--- src/rtl/csi_rx_byte_align.sv ---
// Per-lane HS byte aligner: hunts SYNC_BYTE at 8 bit offsets, locks, emits realigned bytes until packet_done.
// Latency: 2 byte_clock edges from the edge that completes a byte; no backpressure, output is a valid strobe.
module csi_rx_byte_align #(
    parameter logic [7:0] SYNC_BYTE = 8'hB8
) (
    input  logic       byte_clock,
    input  logic       reset_n,
    input  logic       enable,
    input  logic [7:0] deser_in,
    input  logic       wait_for_sync,
    input  logic       packet_done,
    output logic [7:0] data_out,
    output logic       valid,
    output logic       locked,
    output logic [2:0] offset
);

    typedef enum logic {
        ST_HUNT   = 1'b0,
        ST_LOCKED = 1'b1
    } state_t;

    state_t      state_q, state_d;
    logic [7:0]  d0_q, d1_q;
    logic [7:0]  data_out_q, data_out_d;
    logic        valid_q, valid_d;
    logic        locked_q, locked_d;
    logic [2:0]  offset_q, offset_d;

    logic [15:0] window;
    logic        match;
    logic [2:0]  k_hit;
    logic [7:0]  aligned;

    // Older byte sits in the low half so bit 0 of the window is the earliest bit.
    assign window  = {d0_q, d1_q};
    assign aligned = window[offset_q +: 8];

    // Scan from the top down so the lowest matching offset wins.
    always_comb begin
        match = 1'b0;
        k_hit = 3'd0;
        for (int k = 7; k >= 0; k--) begin
            if (window[k +: 8] == SYNC_BYTE) begin
                match = 1'b1;
                k_hit = k[2:0];
            end
        end
    end

    always_comb begin
        state_d    = state_q;
        data_out_d = data_out_q;
        valid_d    = 1'b0;
        locked_d   = 1'b0;
        offset_d   = offset_q;
        if (enable) begin
            case (state_q)
                ST_HUNT: begin
                    if (wait_for_sync && match) begin
                        state_d  = ST_LOCKED;
                        offset_d = k_hit;
                        locked_d = 1'b1;
                    end
                end
                ST_LOCKED: begin
                    if (packet_done) begin
                        state_d = ST_HUNT;
                    end else begin
                        data_out_d = aligned;
                        valid_d    = 1'b1;
                        locked_d   = 1'b1;
                    end
                end
                default: state_d = ST_HUNT;
            endcase
        end else begin
            state_d = ST_HUNT;
        end
    end

    always_ff @(posedge byte_clock or negedge reset_n) begin
        if (!reset_n) begin
            d0_q       <= 8'h00;
            d1_q       <= 8'h00;
            state_q    <= ST_HUNT;
            data_out_q <= 8'h00;
            valid_q    <= 1'b0;
            locked_q   <= 1'b0;
            offset_q   <= 3'd0;
        end else begin
            d0_q       <= deser_in;
            d1_q       <= d0_q;
            state_q    <= state_d;
            data_out_q <= data_out_d;
            valid_q    <= valid_d;
            locked_q   <= locked_d;
            offset_q   <= offset_d;
        end
    end

    assign data_out = data_out_q;
    assign valid    = valid_q;
    assign locked   = locked_q;
    assign offset   = offset_q;

endmodule

--- config.mk ---
export PLATFORM = sky130hd
export DESIGN_NAME = csi_rx_byte_align
export DESIGN_NICKNAME = d
export VERILOG_FILES = /design/src/rtl/csi_rx_byte_align.sv
export SDC_FILE = /design/constraint.sdc
export NUM_CORES = 1
export LEC_CHECK = 0
export ABC_AREA = 1
export ABC_CLOCK_PERIOD_IN_PS = 1710
export BUFFER_PORTS_ARGS = -buffer_cell sky130_fd_sc_hd__buf_2
export CORE_UTILIZATION = 55
export CTS_BUF_LIST = sky130_fd_sc_hd__clkbuf_4 sky130_fd_sc_hd__clkbuf_8 sky130_fd_sc_hd__clkbuf_16
export CTS_CLUSTER_SIZE = 12
export DETAILED_ROUTE_END_ITERATION = 16
export PLACE_DENSITY = 0.78
export SYNTH_ARGS = -nofsm -noshare
export SYNTH_HDL_FRONTEND = slang
export SYNTH_SLANG_ARGS = --single-unit
--- constraint.sdc ---
create_clock -name byte_clock -period 1.71 [get_ports byte_clock]
set_input_delay 0.0855 -clock byte_clock [delete_from_list [all_inputs] [get_ports byte_clock]]
set_output_delay 0.0855 -clock byte_clock [all_outputs]
set_load 0.01 [all_outputs]
# --- Word-level counts from Yosys, hierarchy flattened ---
# Cells that the tools add are included.
word_totals:
  elab_cells: 42
  input_bits: 13
  out_inout_bits: 13
  register_bits: 29
classes:
  n_eq_ne: 8
  reduce_logical: 3
  n_shift: 1
  bitwise: 2
  muxes: 22
ops:
  columns: ["cell", "count"]
  rows:
  - ["$eq A8 B8 Y1 const B", 8]
  - ["$mux W3", 8]
  - ["$shiftx A16 B4 Y8", 1]
  - ["$mux W1", 13]
  - ["$reduce_and A3 Y1", 2]
  - ["$not A1 Y1", 2]
  - ["$pmux W1 S2", 1]
  - ["$logic_and A1 B1 Y1", 1]

# --- Longest topological paths before layout ---
depth:
  word_depth: 13
  mapped_depth: 10
  depth_no_buf: 10

# --- Least setup slack after synthesis ---
# Ideal clock, no wire load.
synth_path:
  path_kind: "reg2reg"
  startpoint: "reg offset_q[0], in the netlist offset[0]"
  endpoint: "reg data_out_q[2], in the netlist data_out[2]"
  arrival_ps: 1134
  path_slack_ps: 460
  stages_incl_launch_ff: 9
  setup_time_ps: 117
  required_ps: 1593
  cell_sequence: "dfrtp_1 -> buf_6 -> buf_6 -> o21ai_1 -> nand2_1 -> nand3_1 -> o21ai_1 -> nand2_1 -> nand2_1"
synth_between:
  elab_chain_len: 1
synth_lines:
  columns: ["item", "line", "source"]
  rows:
  - ["start: declaration", "28", "logic [2:0] offset_q, offset_d;"]
  - ["start signal: assignment", "98", "offset_q <= offset_d;"]
  - ["$shiftx A16 B4 Y8", "37", "assign aligned = window[offset_q +: 8];"]
  - ["end signal: assignment", "95", "data_out_q <= data_out_d;"]
  - ["end: declaration", "25", "logic [7:0] data_out_q, data_out_d;"]
# No other way between the ends.
# A chain may end at the register's enable or synchronous reset.

# --- Worst setup path after layout ---
layout_path:
  startpoint: "reg d1_q[4]"
  endpoint: "reg offset_q[0], in the netlist offset[0]"
layout_between:
  elab_chain_len: 8
  word_cells_on_any_way: 17
  cone_classes: "eq/ne (5); mux (10); reduce/logical (2)"
layout_lines:
  columns: ["item", "line", "source"]
  rows:
  - ["start: declaration", "24", "logic [7:0] d0_q, d1_q;"]
  - ["start signal: assignment", "93", "d1_q <= d0_q;"]
  - ["$eq A8 B8 Y1", "44", "if (window[k +: 8] == SYNC_BYTE) begin"]
  - ["$mux W1 (5 in series)", "44", null]
  - ["$logic_and A1 B1 Y1", "60", "if (wait_for_sync && match) begin"]
  - ["$reduce_and A3 Y1 (no line)", null, null]
# Parallel ways exist; a longest one is shown, timed or not.

==> results.json <==
{
  "outcome": "finished, final reports clean",
  "period_needed_ps": 1380,
  "synth_area_leaders": "dfrtp_1 47%, nand2_1 19%, nor2_1 5.9%",
  "layout_common_cells": "77 x nand2_1, 29 x dfrtp_1, 25 x buf_2, 24 x nor2_1, 14 x o21ai_1",
  "leakagePower_nw": 0.955,
  "grt.total_usage": 0.251,
  "htree_levels": 2,
  "cp_common_cell": "nand2_1",
  "vias": 1460,
  "slowest_delay_ps": 440,
  "regToRegSetupSlack_ps": 330,
  "crit_fanout": 4,
  "drc": 0,
  "grt_setup_unrepaired": "false",
  "io-pin-count": 26,
  "grt_overflow": 0,
  "ir_drop_mv": 0.707,
  "timing.rr.start": "d1_q[4]",
  "nets": 258,
  "synth_edf_count": 0,
  "fmax_ghz": 0.723,
  "drt_iter0_markers": 58,
  "seq_area_um2": 726,
  "finClkSkew_ps": 16.3,
  "drive_gt1_frac": 0.215,
  "netlist_area_um2": 1540,
  "multi_input_area_um2": 686,
  "dr.pass1.iters": 4,
  "slew-limit-headroom": 0.584,
  "busiest_layer": "met2",
  "grt_antenna_before_repair": 0,
  "cp-startpoint": "d1_q[4]",
  "fp.dieArea_um2": 3010,
  "die_y_um": 54.9,
  "post-dp-hpwl_um": 2460,
  "cp.arrival_ps": 1610,
  "synth_fp_nets": 221,
  "layout_commonest_cell": "nand2_1",
  "cts_root_buffer": "clkbuf_4",
  "postSynthCellCount": 208,
  "synthFlopType": "dfrtp_1",
  "critPathCaptureType": "flop",
  "met2_usage": 0.432,
  "antennaDiodeCount": 0,
  "syn_area_per_cell_um2": 7.40,
  "async_reset_ff_frac": 1.00,
  "required_ps": 1930,
  "core_area_um2": 2570,
  "yosys_warnings": 0,
  "synth_top_area_cell": "dfrtp_1",
  "setup_violations": 0,
  "synth_sequential_area_ratio": 0.472,
  "rows": 18,
  "synth_top_area_share": 0.472,
  "grt_max_degree": 30,
  "post_cts_buffers": 0,
  "met1_usage": 0.291,
  "place_inst": 259,
  "clockBufferDepth": 2,
  "fin_crit_sh": 0.809,
  "slowest_stage": "dfrtp_1",
  "clk_latency_ps": 330,
  "first_global_vias": 1246,
  "cts_buffers": 5,
  "startpoint_type": "flop",
  "path_class": "reg -> reg",
  "path_clk_slew_ps": 90,
  "start_util": 0.599,
  "gp_congestion": 1.02,
  "grt_pass1_wl_um": 5240,
  "worstMarginPinSlew_ps": 623,
  "cts_tree": "built",
  "hold_path.class": "in -> reg",
  "wirelength_um": 3320,
  "ys_ff_latch": 29,
  "path_cells": "inv_2 -> nand2_1 -> nor2_1 -> nand2_1 -> nand2_2 -> nor2_4 -> nand2_2 -> nand2_2 -> nand2_1 -> nand2_1",
  "syn2layout_area_growth_pct": 19.3,
  "cts_sinks": 29,
  "post_cts_resized": 0,
  "hold_viol_final": 0,
  "via_per_inst": 5.29,
  "reg2reg_depth": 10,
  "fill_cells": 227,
  "fin_cells": 276,
  "die_x_um": 54.9,
  "ant_nets": 0,
  "final.setup.tns_ps": 0,
  "drv_slew": 0,
  "maxCapViolCount": 0,
  "yosysUniqueCellTypes": 21,
  "powerDensity_nw_per_um2": 811,
  "min_from": "wait_for_sync",
  "crit_end": "offset[0]",
  "port-buffer-count": 25,
  "met3_usage": 0.0765,
  "holdBufCountCts": 9,
  "wl_per_cell_um": 12.0,
  "reg2reg_to": "offset[0]"
}
-- cells in the mapped netlist (2+ instances only) --
cell      count
nand4_1       3
a21oi_1       4
inv_1        13
buf_2         3
mux2i_1       2
o21ai_1      14
nand2_2       5
nor2_1       24
o21ai_0       6
dfrtp_1      29
nand3_1       3
inv_2         8
buf_6         2
o211ai_1      5
a31oi_1       4
nand2_1      77
o21ai_2       2
-- cells by family (layout without fill, tap and decap cells) --
family | Yosys count | count (layout) | share of synthesized area
and+or+nand+nor | 114 | 114 | 0.302
AOI/OAI and AO/OA | 35 | 35 | 0.130
DFF | 29 | 29 | 0.472
buffers and inverters | 28 | 66 | 0.0829
muxes | 2 | 2 | 0.0130
-- report_power, final --
group / leakage, nW / internal [mW] / switching (mW)
Clock: 0.0413 / 0.238 / 0.232
Combinational: 0.557 / 0.0983 / 0.136
Sequential: 0.357 / 0.738 / 0.0467
-- worst max-delay path, delay by kind of cell (launching register included) --
kind,cells,cell delay (ps)
DFF,1,440
buffers and inverters,1,80
and+or+nand+nor,9,750
-- metal layers --
metal  up-vias  wire length [um]  part of all wire
met5         -                 0                 0
met4         0                82             0.025
met3        10               200             0.060
met2        57              1630              0.49
met1       654              1410              0.42
li1        739                 -                 -
-- stage by stage --
step            util  worst slack, ps  total power [mW]  cell area, um^2  hold slack (ps)
2_1_floorplan      -              460             0.926             1540             -210
3_3_place_gp   0.653              448              1.01             1680              127
3_5_place_dp   0.653              358              1.02             1680              135
4_1_cts        0.715              345              1.50             1840             18.5
5_1_grt        0.715              238              1.57             1840             37.4
6_report       0.715              327              1.49             1840             25.6
-- registers in the layout, indices dropped and copies added, names as in the netlist --
register and flops:
d0_q 8, locked 1, d1_q 8, valid 1, data_out 8, offset 3
-- final cells by class --
cell class,count,area share
clock buffer,7,0.0354
clock inverter,1,0.00273
inverter,21,0.0429
multi-input combinational,151,0.374
sequential,29,0.395
tap,30,0.0204
timing repair buffer,37,0.130
-- worst min path at each step --
stage / end / slack (ps) / cells after the start
after floorplan: d0_q[0] / -210 / 0
after global placement: valid / 130 / 1
after detailed placement: valid / 130 / 1
after CTS: offset[0] / 20 / 3
after global routing: offset[0] / 40 / 3
final: offset[0] / 30 / 3
No activity file was read; power rests on OpenSTA's default activity.
